$ cat src/rtl/lc3_alu_seq.sv
// Multi-cycle LC-3 style ALU with iterative shifts and shift-add multiply,
// valid/ready handshakes on both sides and a registered NZP condition code.
module lc3_alu_seq #(
  parameter int WIDTH = 16,
  parameter int IMM_W = 5
) (
  input  logic             Clk,
  input  logic             Reset_n,
  input  logic             in_valid,
  output logic             in_ready,
  input  logic [2:0]       ALUK,
  input  logic [WIDTH-1:0] SR1,
  input  logic [WIDTH-1:0] SR2,
  input  logic [IMM_W-1:0] IMM,
  input  logic             SR2MUX,
  output logic             out_valid,
  input  logic             out_ready,
  output logic [WIDTH-1:0] OUT,
  output logic [2:0]       NZP,
  output logic             busy
);

  localparam int SW = $clog2(WIDTH);
  // One extra bit so the counter can hold WIDTH for MUL.
  localparam int CW = SW + 1;

  typedef enum logic [1:0] {IDLE, EXEC, DONE} state_e;
  typedef enum logic [2:0] {
    OP_ADD = 3'b000, OP_AND = 3'b001, OP_PASS = 3'b010, OP_NOT = 3'b011,
    OP_SHL = 3'b100, OP_SHR = 3'b101, OP_SRA  = 3'b110, OP_MUL = 3'b111
  } alu_op_e;

  state_e           state;
  alu_op_e          op;
  logic [WIDTH-1:0] work;  // shift operand / shifted multiplicand
  logic [WIDTH-1:0] mpl;   // multiplier, consumed LSB first
  logic [WIDTH-1:0] acc;
  logic [CW-1:0]    cnt;

  logic [WIDTH-1:0] b_sel, simple_res, shift_step, mul_acc, exec_res;
  logic [SW-1:0]    k;
  alu_op_e          req_op;

  function automatic logic [2:0] nzp_of(input logic [WIDTH-1:0] v);
    if (v[WIDTH-1])   return 3'b100;
    else if (v == '0) return 3'b010;
    else              return 3'b001;
  endfunction

  always_comb begin
    req_op     = alu_op_e'(ALUK);
    b_sel      = SR2MUX ? {{(WIDTH-IMM_W){IMM[IMM_W-1]}}, IMM} : SR2;
    k          = b_sel[SW-1:0];
    simple_res = SR1;
    case (req_op)
      OP_ADD:  simple_res = SR1 + b_sel;
      OP_AND:  simple_res = SR1 & b_sel;
      OP_NOT:  simple_res = ~SR1;
      default: simple_res = SR1;
    endcase
    shift_step = work;
    case (op)
      OP_SHL:  shift_step = {work[WIDTH-2:0], 1'b0};
      OP_SHR:  shift_step = {1'b0, work[WIDTH-1:1]};
      OP_SRA:  shift_step = {work[WIDTH-1], work[WIDTH-1:1]};
      default: shift_step = work;
    endcase
    mul_acc  = acc + (mpl[0] ? work : '0);
    exec_res = (op == OP_MUL) ? mul_acc : shift_step;
  end

  // in_ready is held low while reset is asserted.
  assign in_ready = Reset_n && (state == IDLE);
  assign busy     = (state != IDLE);

  always_ff @(posedge Clk or negedge Reset_n) begin
    if (!Reset_n) begin
      state     <= IDLE;
      op        <= OP_ADD;
      work      <= '0;
      mpl       <= '0;
      acc       <= '0;
      cnt       <= '0;
      OUT       <= '0;
      NZP       <= 3'b000;
      out_valid <= 1'b0;
    end else begin
      case (state)
        IDLE: if (in_valid) begin
          op   <= req_op;
          work <= SR1;
          mpl  <= b_sel;
          acc  <= '0;
          case (req_op)
            OP_SHL, OP_SHR, OP_SRA: begin
              if (k == '0) begin
                OUT       <= SR1;
                NZP       <= nzp_of(SR1);
                out_valid <= 1'b1;
                state     <= DONE;
              end else begin
                cnt   <= {1'b0, k};
                state <= EXEC;
              end
            end
            OP_MUL: begin
              cnt   <= CW'(WIDTH);
              state <= EXEC;
            end
            default: begin
              OUT       <= simple_res;
              NZP       <= nzp_of(simple_res);
              out_valid <= 1'b1;
              state     <= DONE;
            end
          endcase
        end
        EXEC: begin
          if (op == OP_MUL) begin
            acc  <= mul_acc;
            work <= {work[WIDTH-2:0], 1'b0};
            mpl  <= {1'b0, mpl[WIDTH-1:1]};
          end else begin
            work <= shift_step;
          end
          cnt <= cnt - 1'b1;
          if (cnt == CW'(1)) begin
            OUT       <= exec_res;
            NZP       <= nzp_of(exec_res);
            out_valid <= 1'b1;
            state     <= DONE;
          end
        end
        DONE: if (out_ready) begin
          out_valid <= 1'b0;
          state     <= IDLE;
        end
        default: state <= IDLE;
      endcase
    end
  end

endmodule

$ cat config.mk
export PLATFORM = sky130hd
export DESIGN_NAME = lc3_alu_seq
export DESIGN_NICKNAME = d
export VERILOG_FILES = /design/src/rtl/lc3_alu_seq.sv
export SDC_FILE = /design/constraint.sdc
export NUM_CORES = 1
export LEC_CHECK = 0
export BUFFER_PORTS_ARGS = -buffer_cell sky130_fd_sc_hd__buf_2
export CAP_MARGIN = 20
export CORE_MARGIN = 2
export CORE_UTILIZATION = 65
export DETAILED_ROUTE_END_ITERATION = 16
export GPL_TIMING_DRIVEN = 0
export PLACE_DENSITY = 0.87
export SYNTH_ARGS = -nofsm -noshare
export SYNTH_HDL_FRONTEND = slang
export SYNTH_SLANG_ARGS = --single-unit
$ cat constraint.sdc
create_clock -name Clk -period 9 [get_ports Clk]
set_input_delay 0.9 -clock Clk [delete_from_list [all_inputs] [get_ports Clk]]
set_output_delay 0.9 -clock Clk [all_outputs]
set_load 0.02 [all_outputs]
* Word-level counts from Yosys, hierarchy flattened
Cells that the tools add are included.
Operators by class: $add $sub $neg 3, equality and inequality tests 21, multiplexer cells 46, bitwise operators 2, reductions and logical operators 18
Operators by type and width (number):
- 16-bit 2-to-1 mux | 12
- 16-bit one-hot mux with 2 select lines | 5
- 16-bit one-hot mux with 3 select lines | 2
- 16-bit logical NOT | 3
- 16-bit adder | 2
- 3-bit equality test, second input constant | 8
- 5-bit one-hot mux with 2 select lines | 2
- 3-bit 2-to-1 mux | 6
- 16-bit AND | 1
- 16-bit inverter | 1
- 2-bit 2-to-1 mux | 7
- 3-bit one-hot mux with 2 select lines | 2
- 5-bit 2-to-1 mux | 2
- 2-bit inequality test, second input constant | 5
- 3-bit inequality test, second input constant | 2
- 2-bit one-hot mux with 3 select lines | 1
- 3-bit AND reduction | 2
- 6-bit AND reduction | 1
- 5-bit by 1-bit equality test with 1-bit output, second input constant | 1
- 5-bit AND reduction | 1
- 5-bit by 1-bit subtractor with 5-bit output, second input constant | 1
- 4-bit logical NOT | 1
- 1-bit 2-to-1 mux | 4
- 2-bit one-hot mux with 2 select lines | 1
- other kinds (15) | 17
Storage, ports and cells: bits in registers 78, input bits 45, output and inout port bits 22, word-level logic and storage cells 99

* Logic depth before layout (Yosys ltp)
depth after elaboration 9, gate-level depth with buffers 15, gate-level depth less buffers 14

* Worst setup path after synthesis
Ideal clock, no wire load.
kind in2reg, start in SR2MUX, end reg NZP[0], library setup time 0.132 ns, data arrival time 3.527 ns, required time 8.868 ns, path slack 5.341 ns, cell stages on the path 13, cells stage by stage buf_2 > mux2i_1 > inv_1 > ha_1 > a211oi_2 > o31ai_4 > xor2_1 > a222oi_1 > o311ai_1 > nor4_1 > nand4_1 > nor4_2 > o211ai_1
On the way: longest elaborated chain between the ends 9, elaborated cells between the ends (all ways) 13
RTL lines:
- start, declared | line 15 | input logic SR2MUX,
- 16-bit 2-to-1 mux (*) | line 52 | b_sel = SR2MUX ? {{(WIDTH-IMM_W){IMM[IMM_W-1]}}, IMM} : SR2;
- 16-bit adder / 16-bit AND (equally long branches) | line 56, 57
- 16-bit one-hot mux with 3 select lines | line 55 | case (req_op)
- 16-bit logical NOT | line 46 | else if (v == '0) return 3'b010;
- 2-bit 2-to-1 mux | line 46
- 3-bit 2-to-1 mux | line 45 | if (v[WIDTH-1]) return 3'b100;
- 3-bit one-hot mux with 2 select lines | line 94 | case (req_op)
- 3-bit 2-to-1 mux | line 89 | IDLE: if (in_valid) begin
- 3-bit one-hot mux with 2 select lines | line 88 | case (state)
- end signal, assigned | line 98 | NZP <= nzp_of(SR1);
- end signal, assigned | line 112 | NZP <= nzp_of(simple_res);
- end signal, assigned | line 129 | NZP <= nzp_of(exec_res);
- end, declared | line 19 | output logic [2:0] NZP,
Mark *: on every way between the ends. The rest lies on a longest branch, timed or not. The select of a mux whose other input is x is not followed. A chain may end at the register's enable or synchronous reset.

* Worst setup path in the final report
Same ends and word-level chain as after synthesis.

==> metrics.cfg <==
[yosys]
avgSynthCellArea_um2=7.72
synth_seq_cells=77
netlist_top_cells_area=dfrtp_1 29%, o21ai_0 7.1%, ha_1 6.3%, nand2_1 5.9%, a21oi_1 5.1%
synth_nets=929
yosys_warnings=0
synth_top_area_share_pct=29.4
ys.flop_type=dfrtp_1
synth_async_sr_flop_share_pct=100
syn_area_um2=6560
netlist_instances=849
synth_largest_area_cell=dfrtp_1
synth.distinct_cells=67
seq_area_frac_synth_pct=29.4
synth_edf_count=0

[clock_network]
postCtsSetupRepairBufs=0
insertion_delay_ns=0.37
cts_tree=done
postCtsResizedCells=0
cts_root_buffer=clkbuf_8
cts_hold_buf=0
cts.sinks=77
cts_buffers=9
cts.htree.levels=3
clk_path_buf_depth=2
clk_pin_slew_ns=0.10

[finish]
fin_nets=1004
drive_above_1_share_pct=12.7
syn_to_final_growth_pct=10.9
ff_latch_area_um2=1930
fin_util_pct=74.4
multi_input_area_um2=4230
antennaDiodeCount=0
fill_cells=756
design_area_um2=7270

[detailed_routing]
num_vias=7247
drt_iter0_drc=703
drc_errors=0
wirelength_um=22600
first_pass_iters=9
final_antenna_net_count=0
via_per_inst=6.82
wl_per_cell_um=21.2

[worst_hold_path]
hold_end=OUT[0]$_DFFE_PN0P_
min_path_cells=1
worstHoldStart=OUT[0]$_DFFE_PN0P_
hp-class=reg -> reg

[setup_path]
reg2reg_from=mpl[0]$_DFFE_PN0P_
worstSetupPathType=in -> reg
end_kind=register
reg2reg_depth=12
crit_path_start_kind=input port
cp.arrival_ns=4.61
slowest_stage=a222oi_1
required_ns=9.25
crit_chain=buf_2 > mux2i_1 > inv_1 > ha_1 > a211oi_2 > o31ai_4 > a21o_1 > a21oi_1 > xnor2_1 > a222oi_1 > nand4_1 > nor4_2 > o211ai_1
critical_path_peak_fanout=8
reg2reg_slack_ns=5.19
critPathMaxStageDelay_ns=0.75
r2r-end=NZP[0]$_DFFE_PN0P_

[placement]
pre_cts_ws_ns=4.41
detailed_place_hpwl_um=17500
io_buffers=63
placed_cell_area_um2=7060
gp_congestion=0.998

[pwr]
ir_drop_uv=177
power_density_nw_per_um2=332
p_leak_nw=3.38
power.total_mw=2.42

[timing]
fin_crit_sh_pct=48.4
fin_tns_setup_ns=0
fmax_mhz=230
layout_min_cycle_time_ns=4.35
setup_viol_count_final=0
tightestPinTransition_ns=0.846
finalHoldViolCount=0
setup_ws_ns=4.65
rsz0062_at_grt=no
slew_viol_final=0
finClkSkew_ns=0.0166
slew_headroom_pct=43.2

[die]
dieArea_um2=10900
coreArea_um2=9770
die_h_um=104
std_cell_rows=36
io_pins=67
start_util_pct=67.1
die_x_um=104

[global_route]
use_met2_pct=67.1
grt_start_max_net_pins=41
grt_use_total_pct=41.5
met1_usage_pct=50.4
use_met3_pct=8.08
grt_pass1_vias=7032
busiest_layer=met2
antenna_found_initial=0
grt.overflow.total=0
grt_pass1_wl_um=35900

[job]
maxCapViolCount=0

[status]
status=finished, final reports clean

[worst max-delay path by stage]
stage	from	end	slack, ns	cells past startpoint
3_5_place_dp	SR2MUX	NZP[0]$_DFFE_PN0P_	4.41	13
6_report	SR2MUX	NZP[0]$_DFFE_PN0P_	4.65	13
5_1_grt	SR2MUX	NZP[0]$_DFFE_PN0P_	4.58	13
2_1_floorplan	SR2MUX	NZP[0]$_DFFE_PN0P_	5.34	13
3_3_place_gp	SR2MUX	NZP[0]$_DFFE_PN0P_	4.48	13
4_1_cts	SR2MUX	NZP[0]$_DFFE_PN0P_	4.80	13
[layout by cell type, fill, tap and decap left out, types with 23 or more instances in the layout]
cell type and n:
clkbuf_1 35, ha_1 33, mux2i_1 32, a21oi_1 67
nor2_1 76, buf_2 74, nand3_1 23, o21ai_0 93
nand2_1 103, inv_1 44, dfrtp_1 77
[stage by stage]
stage | cells | hold slack [ns]
final | 1062 | 0.482
after detailed placement | 1046 | 0.463
after CTS | 1062 | 0.484
after global placement | 1045 | 0.457
after global routing | 1062 | 0.511
after floorplan | 849 | 0.445
[logic make-up (layout without fill, tap and decap cells)]
| logic type | count (synthesis) | count (layout) | synth area share, % |
|---|---|---|---|
| adders and majority gates | 35 | 35 | 6.91 |
| buffers and inverters | 97 | 177 | 6.15 |
| DFF | 77 | 77 | 29.4 |
| AOI/OAI and AO/OA | 289 | 289 | 27.6 |
| and+or+nand+nor | 286 | 286 | 20.4 |
| xor gates and xnor gates | 26 | 26 | 3.47 |
| muxes | 39 | 39 | 6.09 |
[layout make-up]
class,instances,area share (%)
Tap cell,133,2.29
Clock buffer,9,1.70
Timing Repair Buffer,64,4.65
Multi-Input combinational cell,675,58.1
Sequential cell,77,26.5
Inverter,44,2.27
Buffer,53,3.27
Clock inverter,7,1.17
[critical path: cells and delay by family]
| family | cells | cell delay (ns) |
|---|---|---|
| AO/OA/AOI/OAI | 6 | 1.81 |
| multiplexers | 1 | 0.60 |
| buffers and inverters | 2 | 0.43 |
| AND/OR/NAND/NOR | 2 | 0.42 |
| adder cells (fa/ha/maj) | 1 | 0.36 |
| XOR/XNOR | 1 | 0.08 |
[sequential cells by signal, indices dropped and copies added, names as in the netlist]
register	flops
acc	16
out_valid	1
cnt	5
OUT	15
mpl	16
state	2
work	16
op	3
NZP	3
[Yosys cell counts (5+ instances only)]
master,instances
nand4_1,8
o21ai_1,8
buf_2,12
o21a_1,10
clkbuf_1,35
o31ai_1,7
a21oi_1,67
mux2_2,7
dfrtp_1,77
o211ai_1,5
nand3_1,23
or3_1,8
inv_1,44
a211oi_1,8
and3_1,5
a31oi_1,8
a21o_1,6
o22ai_1,19
o21ai_0,93
o221ai_1,7
o21bai_1,5
ha_1,33
xnor2_1,12
and2_1,21
mux2i_1,32
nand2_1,103
nor3_1,9
nor4_1,9
xor2_1,14
nor2_1,76
a221oi_1,15
[routing by layer]
layer	vias to the layer above	part of all wire [%]
met1	3365	37
li1	3240	-
met5	-	0
met4	0	8.0
met3	134	9.9
met2	508	45
[where the power goes]
| part | switching, mW | internal (mW) | total (mW) | leakage (nW) |
|---|---|---|---|---|
| Clock | 0.159 | 0.135 | 0.294 | 0.108 |
| Combinational | 0.960 | 0.520 | 1.48 | 2.31 |
| Sequential | 0.145 | 0.497 | 0.643 | 0.958 |
| Total | 1.26 | 1.15 | 2.42 | 3.38 |
(Power assumes the default switching activity.)
